[src/rtl/gerador_ajuste.sv]
// gerador_ajuste
//   Converts the raw "+" / "-" front-panel buttons into one-cycle acrescer /
//   decrecer strobes for the setpoint counter. Each button passes through a
//   2-FF synchroniser and a debouncer. A small FSM then detects presses and
//   blocks both strobes while the two buttons are held together.
//
//   Optional feature, selected by the macro AUTO_REPEAT_EN:
//     defined   - a held button re-strobes REPEAT_DELAY cycles after the
//                 first strobe, then every REPEAT_PERIOD cycles. repetindo
//                 is high while repeating.
//     undefined - exactly one strobe per press. repetindo is tied 0 and the
//                 repeat timer does not exist.
//
// Ports
//   clk, rst_n           clock and asynchronous active-low reset
//   btn_mais, btn_menos  raw buttons, active-high, asynchronous to clk
//   acrescer, decrecer   registered one-cycle strobes, never high together
//   repetindo            registered auto-repeat indicator
module gerador_ajuste #(
   parameter int DEBOUNCE_CYCLES = 4,
   parameter int REPEAT_DELAY    = 20,
   parameter int REPEAT_PERIOD   = 5,
   parameter int CNT_W           = 16
) (
   input  logic clk,
   input  logic rst_n,
   input  logic btn_mais,
   input  logic btn_menos,
   output logic acrescer,
   output logic decrecer,
   output logic repetindo
);

   typedef enum logic [1:0] {OCIOSO, SEG_MAIS, SEG_MENOS, BLOQUEADO} estado_t;

   // Bit 0 carries the "+" button and bit 1 carries the "-" button.
   logic [1:0]            sync1_q, sync2_q;
   logic [1:0]            deb_q, deb_d;
   logic [1:0][CNT_W-1:0] dcnt_q, dcnt_d;
   estado_t               est_q, est_d;
   logic                  acr_q, acr_d, dec_q, dec_d;
   logic                  m, n;

`ifdef AUTO_REPEAT_EN
   logic [CNT_W-1:0]      tmr_q, tmr_d;
   logic                  rep_q, rep_d;
   logic                  tick;
`endif

   // Debounce. The counter tracks consecutive samples that disagree with the
   // debounced state. Any sample that agrees clears the counter.
   always_comb begin
      deb_d  = deb_q;
      dcnt_d = '0;
      for (int i = 0; i < 2; i++) begin
         if (sync2_q[i] != deb_q[i]) begin
            if (dcnt_q[i] == CNT_W'(DEBOUNCE_CYCLES - 1))
               deb_d[i] = sync2_q[i];
            else
               dcnt_d[i] = dcnt_q[i] + 1'b1;
         end
      end
   end

   assign m = deb_q[0];
   assign n = deb_q[1];

`ifdef AUTO_REPEAT_EN
   // After the first repeat strobe, rep_q switches the timer's target
   // interval from REPEAT_DELAY to REPEAT_PERIOD.
   assign tick = rep_q ? (tmr_q == CNT_W'(REPEAT_PERIOD - 1))
                       : (tmr_q == CNT_W'(REPEAT_DELAY - 1));
`endif

   always_comb begin
      est_d = est_q;
      acr_d = 1'b0;
      dec_d = 1'b0;
`ifdef AUTO_REPEAT_EN
      // Outside the SEG_* states the timer stays at 0, so entering SEG_*
      // always starts a fresh count.
      tmr_d = '0;
      rep_d = 1'b0;
`endif
      case (est_q)
         OCIOSO: begin
            if (m && n)
               est_d = BLOQUEADO;
            else if (m) begin
               acr_d = 1'b1;
               est_d = SEG_MAIS;
            end else if (n) begin
               dec_d = 1'b1;
               est_d = SEG_MENOS;
            end
         end
         SEG_MAIS, SEG_MENOS: begin
            // The release check comes first, so a release that lands on a
            // repeat slot produces no strobe.
            if (!((est_q == SEG_MAIS) ? m : n))
               est_d = OCIOSO;
            else if ((est_q == SEG_MAIS) ? n : m)
               est_d = BLOQUEADO;
`ifdef AUTO_REPEAT_EN
            else begin
               rep_d = rep_q;
               if (tick) begin
                  acr_d = (est_q == SEG_MAIS);
                  dec_d = (est_q == SEG_MENOS);
                  rep_d = 1'b1;
               end else if (tmr_q != '1)
                  tmr_d = tmr_q + 1'b1;  // saturate instead of wrapping
               else
                  tmr_d = tmr_q;
            end
`endif
         end
         BLOQUEADO: begin
            if (!m && !n)
               est_d = OCIOSO;
         end
         default: est_d = OCIOSO;
      endcase
   end

   always_ff @(posedge clk or negedge rst_n) begin
      if (!rst_n) begin
         sync1_q <= '0;
         sync2_q <= '0;
         deb_q   <= '0;
         dcnt_q  <= '0;
         est_q   <= OCIOSO;
         acr_q   <= 1'b0;
         dec_q   <= 1'b0;
`ifdef AUTO_REPEAT_EN
         tmr_q   <= '0;
         rep_q   <= 1'b0;
`endif
      end else begin
         sync1_q <= {btn_menos, btn_mais};
         sync2_q <= sync1_q;
         deb_q   <= deb_d;
         dcnt_q  <= dcnt_d;
         est_q   <= est_d;
         acr_q   <= acr_d;
         dec_q   <= dec_d;
`ifdef AUTO_REPEAT_EN
         tmr_q   <= tmr_d;
         rep_q   <= rep_d;
`endif
      end
   end

   assign acrescer = acr_q;
   assign decrecer = dec_q;
`ifdef AUTO_REPEAT_EN
   assign repetindo = rep_q;
`else
   assign repetindo = 1'b0;
`endif

endmodule

[config.mk]
export PLATFORM = sky130hd
export DESIGN_NAME = gerador_ajuste
export DESIGN_NICKNAME = d
export VERILOG_FILES = /design/src/rtl/gerador_ajuste.sv
export SDC_FILE = /design/constraint.sdc
export NUM_CORES = 1
export LEC_CHECK = 0
export CAP_MARGIN = 10
export CORE_MARGIN = 2
export CORE_UTILIZATION = 43
export DETAILED_ROUTE_END_ITERATION = 6
export PLACE_DENSITY_LB_ADDON = 0.15
export SLEW_MARGIN = 20
export SYNTH_ARGS = -nofsm -noshare
export SYNTH_HDL_FRONTEND = slang
export SYNTH_SLANG_ARGS = --single-unit
[constraint.sdc]
create_clock -name clk -period 3.95 [get_ports clk]
set_clock_uncertainty 0.15 [all_clocks]
set_input_delay 0.5925 -clock clk [delete_from_list [all_inputs] [get_ports clk]]
set_output_delay 0.5925 -clock clk [all_outputs]
set_load 0.02 [all_outputs]
* Word-level counts from Yosys, hierarchy flattened
Index checks and enable logic that the tools add are counted. Widths: inputs -> output; s select.
Word-level totals: register bits after elaboration 42, input bits 4, word-level logic and storage cells 50
Operators by class: mux-type cells 20, $add $sub $neg 2, equality and inequality tests 10, reduce and logical (&&, ||, !) cells 9
Operators with widths (number):
- $mux 16 | 4
- $add 16x1->16 const B | 2
- $eq 16x2->1 const B | 2
- $mux 2 | 6
- $mux 1 | 9
- $pmux 2 s3 | 1
- $eq 2x2->1 const B | 2
- $ne 4x4->1 const B | 1
- $reduce_and 2->1 | 2
- $ne 3x3->1 const B | 1
- $reduce_and 3->1 | 1
- $eq 2x1->1 const B | 1
- $logic_and 1x1->1 | 2
- $logic_not 1->1 | 2
- $logic_not 2->1 | 1
- $ne 1x1->1 | 2
- $ne 2x2->1 const B | 1
- $reduce_or 2->1 | 1

* Depth between registers and ports, before layout
Gate-level depths: netlist of the first run.
depth after elaboration 5, depth in mapped cells 6, gate-level depth less buffers 6

* Worst setup path after synthesis of the first run
OpenSTA, ideal clock, no wires.
path type register to register, from register est_q[0], to register est_q[0], data required time 3.672 ns, setup slack 2.215 ns, path buffers 0, setup time 0.128 ns, period minus slack after synthesis 1.735 ns, arrival 1.458 ns, cell stages (with the launch flop) 7, path through dfrtp_1 -> inv_1 -> ha_1 -> nand2_1 -> a22oi_1 -> o32a_1 -> mux2_1
Between the ends: word-level cells in the longest chain between the ends 4
Ends and longest elaborated chain:
- start, declared | line 40 | estado_t est_q, est_d;
- start signal, assigned | line 144 | est_q <= est_d;
- $eq 2x1->1 or $eq 2x2->1 (tied branches) | line 85, 100, 102
- $mux 1, or another cell as far along | line 100 | if (!((est_q == SEG_MAIS) ? m : n))
- $ne 3x3->1 (no line) or $mux 2 (tied branches)
- $reduce_and 3->1 (no line) or $pmux 2 s3 (tied branches)
Parallel ways exist; a longest one is shown, timed or not. A chain may end at the register's enable or synchronous reset.

* Worst setup path after layout of the first run
from register dec_q (netlist: decrecer), to output decrecer
RTL lines:
- start, declared | line 41 | logic acr_q, acr_d, dec_q, dec_d;
- start signal, assigned | line 134 | dec_q <= 1'b0;
- start signal, assigned | line 146 | dec_q <= dec_d;
- end, declared | line 30 | output logic decrecer,
No word-level cell between the ends.

==> flow_summary.yaml, run 1 <==
outcome:
  status: "finished clean"
setup_path:
  crit_buf_inv: 1
  endpoint_kind: "primary output"
  start_kind: "register"
  crit_fanout: 1
  critPathTopFamily: "buffers and inverters"
  rrSetupSlack_ns: 1.99
  path_class: "register to primary output"
  rr_worst_depth: 5
  max_stage_delay_ns: 0.60
  slowest_stage: "clkdlybuf4s50_1"
  r2r-end: "dcnt_q[5]"
  path_depth: 1
  crit_start: "decrecer"
  r2r-start: "dcnt_q[0]"
  worstPathArrival_ns: 1.23
  path_cells: "clkdlybuf4s50_1"
  cp.required_ns: 3.21
worst_hold_path:
  whs_path_depth: 0
  worstHoldStart: "sync1_q[1]"
  hp-class: "register to register"
  hold_end: "sync2_q[1]"
sta:
  drv_slew: 0
  worst_slew_pin_slew_ns: 0.914
  grt_setup_unrepaired: "false"
  fin_hold_ws_ns: 0.210
  finalCritPeriodShare_pct: 50.0
  hold_viol: 0
  min_period_ns: 1.98
  setup-tns-final_ns: 0
  max_freq_mhz: 506
  setup_viol: 0
  slew_headroom_pct: 39.1
logic_synthesis:
  postSynthCellCount: 199
  synth_top_family_by_area: "simple AND/OR/NAND/NOR gates"
  synth_top_cell_area_share_pct: 47.2
  ys_ff_latch: 42
  synth_top_area_cell: "dfrtp_1"
  synth_top_flop_cell: "dfrtp_1"
  synth_compound_area_share_pct: 1.80
  synth_area_per_cell_um2: 11.2
  ys_top_cells_by_area: "dfrtp_1 47%, xnor2_1 8.7%, nor2_2 3.9%"
  synth_area_um2: 2230
  synth_xor_area_share_pct: 11.8
  synth_simple_gate_area_share_pct: 30.0
  synth_mux_area_share_pct: 1.97
  async_flop_share_pct: 100
  yosysWarningCount: 0
  synth.distinct_cells: 34
  synth-edff-count: 0
  synth-seq-area-share_pct: 47.2
  synth_nets: 209
  synthAdderAreaFrac_pct: 3.37
drt:
  wire_per_inst_um: 13.5
  drt_pass1_iterations: 4
  num_vias: 1421
  via_per_inst: 5.13
  ant_nets: 0
  drt_iter0_drc: 55
  drc: 0
  wl_mm: 3.75
clock_tree:
  cts_buffers: 5
  cts-root-buf: "clkbuf_8"
  clk_path_buf_depth: 2
  htree_levels: 2
  cts_sinks: 42
  clkTransAtPathRegs_ns: 0.08
  postCtsResizedCells: 0
  clk_latency_ns: 0.29
  cts_tree: "yes"
  postCtsSetupBuffers: 0
  holdBufCountCts: 0
placed_design:
  gp_congestion: 0.753
  dpl.hpwl_mm: 2.73
  portBuffers: 5
layout:
  fin_nets: 216
  area_growth_pct: 8.09
  diodes: 0
  drive_gt1_share_pct: 17.9
global_routing:
  grt_overflow: 0
  grt_pass1_wl_mm: 6.69
  grt_pass1_vias: 1461
  antenna_found_initial: 0
  grt_max_degree: 43
  grtUsageTotal_pct: 14.3
floorplan:
  dieWidth_um: 75.9
  fp.dieH_um: 75.9
  start_util_pct: 44.1
  design.core.area_um2: 5040
  rows: 26
  die_area_um2: 5770
  io_pins: 7
pwr:
  power.density_nw_per_um2: 479
  p_leak_nw: 1.06
  ir_worst_vdd_v: 0.000316
job:
  drv_cap: 0
-- cell type report --
cell class,count,area [µm²]
fill,483,2640
clock buffer,7,86.3
sequential,42,1050
inverter,10,37.5
timing repair buffer,5,45.0
multi-input combinational,142,1090
clock inverter,1,5.00
tap,70,87.6
-- per-layer routing --
| metal | part of all wire (%) | track usage [%] |
|---|---|---|
| met2 | 48 | 22.9 |
| met5 | 0 | 0 |
| met1 | 47 | 18.3 |
| met3 | 3.0 | 3.69 |
| met4 | 1.8 | 6.18 |
-- through the flow --
stage / util, % / instance area, µm² / total power [mW] / setup WS (ns) / instances
floorplan: - / 2230 / 0.823 / 2.21 / 199
global placement: 45.9 / 2310 / 0.866 / 2.10 / 269
detailed placement: 45.9 / 2310 / 0.884 / 1.96 / 269
CTS: 47.7 / 2410 / 1.17 / 1.95 / 277
global route: 47.7 / 2410 / 1.24 / 1.73 / 277
finish: 47.7 / 2410 / 1.15 / 1.97 / 277
-- worst max path at each step --
| stage | to |
|---|---|
| 2_1_floorplan | est_q[0] |
| 3_3_place_gp | dcnt_q[5] |
| 3_5_place_dp | dcnt_q[5] |
| 4_1_cts | acrescer |
| 5_1_grt | dcnt_q[5] |
| 6_report | decrecer |
-- flip-flops by register name, indices dropped and copies added (netlist names) --
register  cells
acrescer      1
sync2_q       2
dcnt_q       32
deb_q         2
decrecer      1
est_q         2
sync1_q       2
-- Yosys cell counts (3+ instances only) --
cell type and n:
mux2_1 3, xnor2_1 22, inv_1 10, xor2_1 8
nand2_1 7, nor4_1 5, nand4_4 4, dfrtp_1 42
nor4_4 4, nor2_1 20, and3_1 4, nand4_2 3
nand3_1 10, nor3_1 10, nand4_1 5, nor2_2 14
ha_1 6
-- layout by cell type, fill, tap and decap left out, types with 6 or more instances in the layout --
master,n
clkbuf_8,6
dfrtp_1,42
ha_1,6
inv_1,10
nand2_1,7
nand3_1,10
nor2_1,20
nor2_2,14
nor3_1,10
xnor2_1,22
xor2_1,8
-- kinds of logic after synthesis --
| family | after synthesis |
|---|---|
| XOR/XNOR | 30 |
| AND/OR/NAND/NOR | 96 |
| AO/OA/AOI/OAI | 5 |
| other | 1 |
| flip-flops | 42 |
| buffers and inverters | 15 |
| multiplexers | 4 |
| adder cells (fa/ha/maj) | 6 |
-- report_power, final --
part | switching [mW] | internal (mW) | total (mW) | leakage [nW]
sequential | 0.0657 | 0.483 | 0.548 | 0.565
clock | 0.141 | 0.141 | 0.282 | 0.0482
combinational | 0.197 | 0.125 | 0.322 | 0.445
total | 0.404 | 0.749 | 1.15 | 1.06
No activity file was read; power rests on OpenSTA's default activity.
==> run 2, diff against run 1 <==
==> constraint.sdc (replaced) <==
create_clock -name clk -period 2 [get_ports clk]
set_clock_uncertainty 0.15 [all_clocks]
set_input_delay 0.3 -clock clk [delete_from_list [all_inputs] [get_ports clk]]
set_output_delay 0.3 -clock clk [all_outputs]
set_load 0.02 [all_outputs]
==> flow_summary.yaml, run 2 (synthesized netlist as in run 1, its figures left out) <==
outcome:
  status: "finished clean"
placed_design:
  portBuffers: 5
  dpl.hpwl_mm: 2.67
  gp_congestion: 0.763
sta:
  slew_headroom_pct: 65.1
  fin_hold_ws_ns: 0.201
  setup-tns-final_ns: 0
  finalCritPeriodShare_pct: 94.6
  hold_viol: 0
  worst_slew_pin_slew_ns: 0.524
  max_freq_mhz: 528
  setup_viol: 0
  grt_setup_unrepaired: "false"
  drv_slew: 0
  min_period_ns: 1.89
clock_tree:
  htree_levels: 2
  cts_buffers: 5
  clkTransAtPathRegs_ns: 0.08
  clk_path_buf_depth: 2
  cts-root-buf: "clkbuf_8"
  clk_latency_ns: 0.29
  cts_tree: "yes"
  cts_sinks: 42
pwr:
  ir_worst_vdd_v: 0.000770
  p_leak_nw: 1.09
  p_total_mw: 2.45
  p_switching_uw: 816
  clkPwrFrac_pct: 26.6
  power.density_nw_per_um2: 988
  seq_power_share_pct: 44.3
  internal_power_mw: 1.63
  swShare_pct: 33.3
  combPwrFrac_pct: 29.0
layout:
  drive_gt1_share_pct: 19.3
  fin_nets: 221
  top_register: "dcnt_q"
  diodes: 0
  final_cell_mix: "42 x dfrtp_1, 22 x xnor2_1, 20 x nor2_1"
  mostFrequentLayoutCell: "dfrtp_1"
  fill_cells: 452
  largest_reg_flops: 32
  area_growth_pct: 11.4
job:
  drv_cap: 0
setup_path:
  start_kind: "register"
  r2r-start: "est_q[0]"
  path_class: "register to register"
  rr_worst_depth: 6
  endpoint_kind: "register"
  endpoint: "est_q[0]"
  rrSetupSlack_ns: 0.11
  crit_start: "est_q[0]"
  cp.required_ns: 2.02
  worstPathArrival_ns: 1.92
  r2r-end: "est_q[0]"
  crit_fanout: 4
floorplan:
  dieWidth_um: 75.9
  die_area_um2: 5770
  start_util_pct: 44.1
  fp.dieH_um: 75.9
  design.core.area_um2: 5040
  io_pins: 7
  rows: 26
drt:
  ant_nets: 0
  wire_per_inst_um: 13.4
  drt_iter0_drc: 72
  drc: 0
  num_vias: 1451
  via_per_inst: 5.15
  drt_pass1_iterations: 4
  wl_mm: 3.79
global_routing:
  grt_pass1_vias: 1474
  grt_max_degree: 43
  antenna_found_initial: 0
  grt_overflow: 0
  grt_pass1_wl_mm: 7.11
  grtUsageTotal_pct: 15.1
worst_hold_path:
  hp-class: "register to register"
-- run 2: changes by cell type in the layout (fill, tap and decap cells not counted) --
cell and change:
a22oi_1 -1, a22oi_2 +1, buf_12 +1, buf_4 +3
bufinv_16 +1, clkbuf_1 +1, clkbuf_8 -1, clkinv_2 -1
dlygate4sd3_1 +1
-- run 2: worst min path at each step --
stage | start | endpoint | slack (ns) | depth (start not counted)
3_5_place_dp | sync1_q[1] | sync2_q[1] | 0.19 | 0
6_report | sync1_q[1] | sync2_q[1] | 0.20 | 0
3_3_place_gp | sync1_q[0] | sync2_q[0] | 0.18 | 0
2_1_floorplan | rst_n | acrescer | -0.15 | 0
4_1_cts | sync1_q[1] | sync2_q[1] | 0.21 | 0
5_1_grt | sync1_q[1] | sync2_q[1] | 0.22 | 0
-- run 2: repair_timing --
action,CTS,global route
endpoints found under the hold margin,42,0
resized for setup,0,1
setup buffers,0,0
hold buffers,1,0
endpoints found under the setup margin,0,1
-- run 2: metrics by stage --
step,worst slack [ns],instance area [µm²],util (%),instances
finish,0.108,2480,49.2,282
global route,0.00557,2480,49.2,282
CTS,0.113,2470,49.1,282
detailed placement,0.126,2360,46.7,273
global placement,0.231,2360,46.7,273
floorplan,0.265,2230,-,199
-- run 2: area by class of cell --
| type | count | area [µm²] | share of cell area, % |
|---|---|---|---|
| multi-input combinational | 142 | 1100 | 44.3 |
| sequential | 42 | 1050 | 42.4 |
| timing repair buffer | 10 | 97.6 | 3.94 |
| tap | 70 | 87.6 | 3.53 |
| clock buffer | 7 | 76.3 | 3.08 |
| inverter | 10 | 37.5 | 1.51 |
| clock inverter | 1 | 30.0 | 1.21 |
-- run 2: power by group through the flow --
stage / Sequential (mW) / Combinational (mW) / Clock [mW]
floorplan: 1.07 / 0.559 / 0
global placement: 1.09 / 0.675 / 0
detailed placement: 1.10 / 0.709 / 0
CTS: 1.08 / 0.717 / 0.683
global route: 1.11 / 0.807 / 0.710
finish: 1.09 / 0.711 / 0.653
-- run 2: critical path: stages, from the launching register on --
cell	delay, ns
dfrtp_1	0.40
inv_1	0.08
ha_1	0.32
nand2_1	0.10
a22oi_2	0.18
o32a_1	0.21
mux2_1	0.33
-- run 2: per-layer routing --
| metal | GRT usage (%) | wire [µm] | vias to the layer above |
|---|---|---|---|
| met4 | 4.36 | 49 | 0 |
| li1 | - | - | 707 |
| met2 | 24.1 | 1830 | 13 |
| met1 | 20.6 | 1790 | 724 |
| met5 | 0 | 0 | - |
| met3 | 3.45 | 110 | 7 |
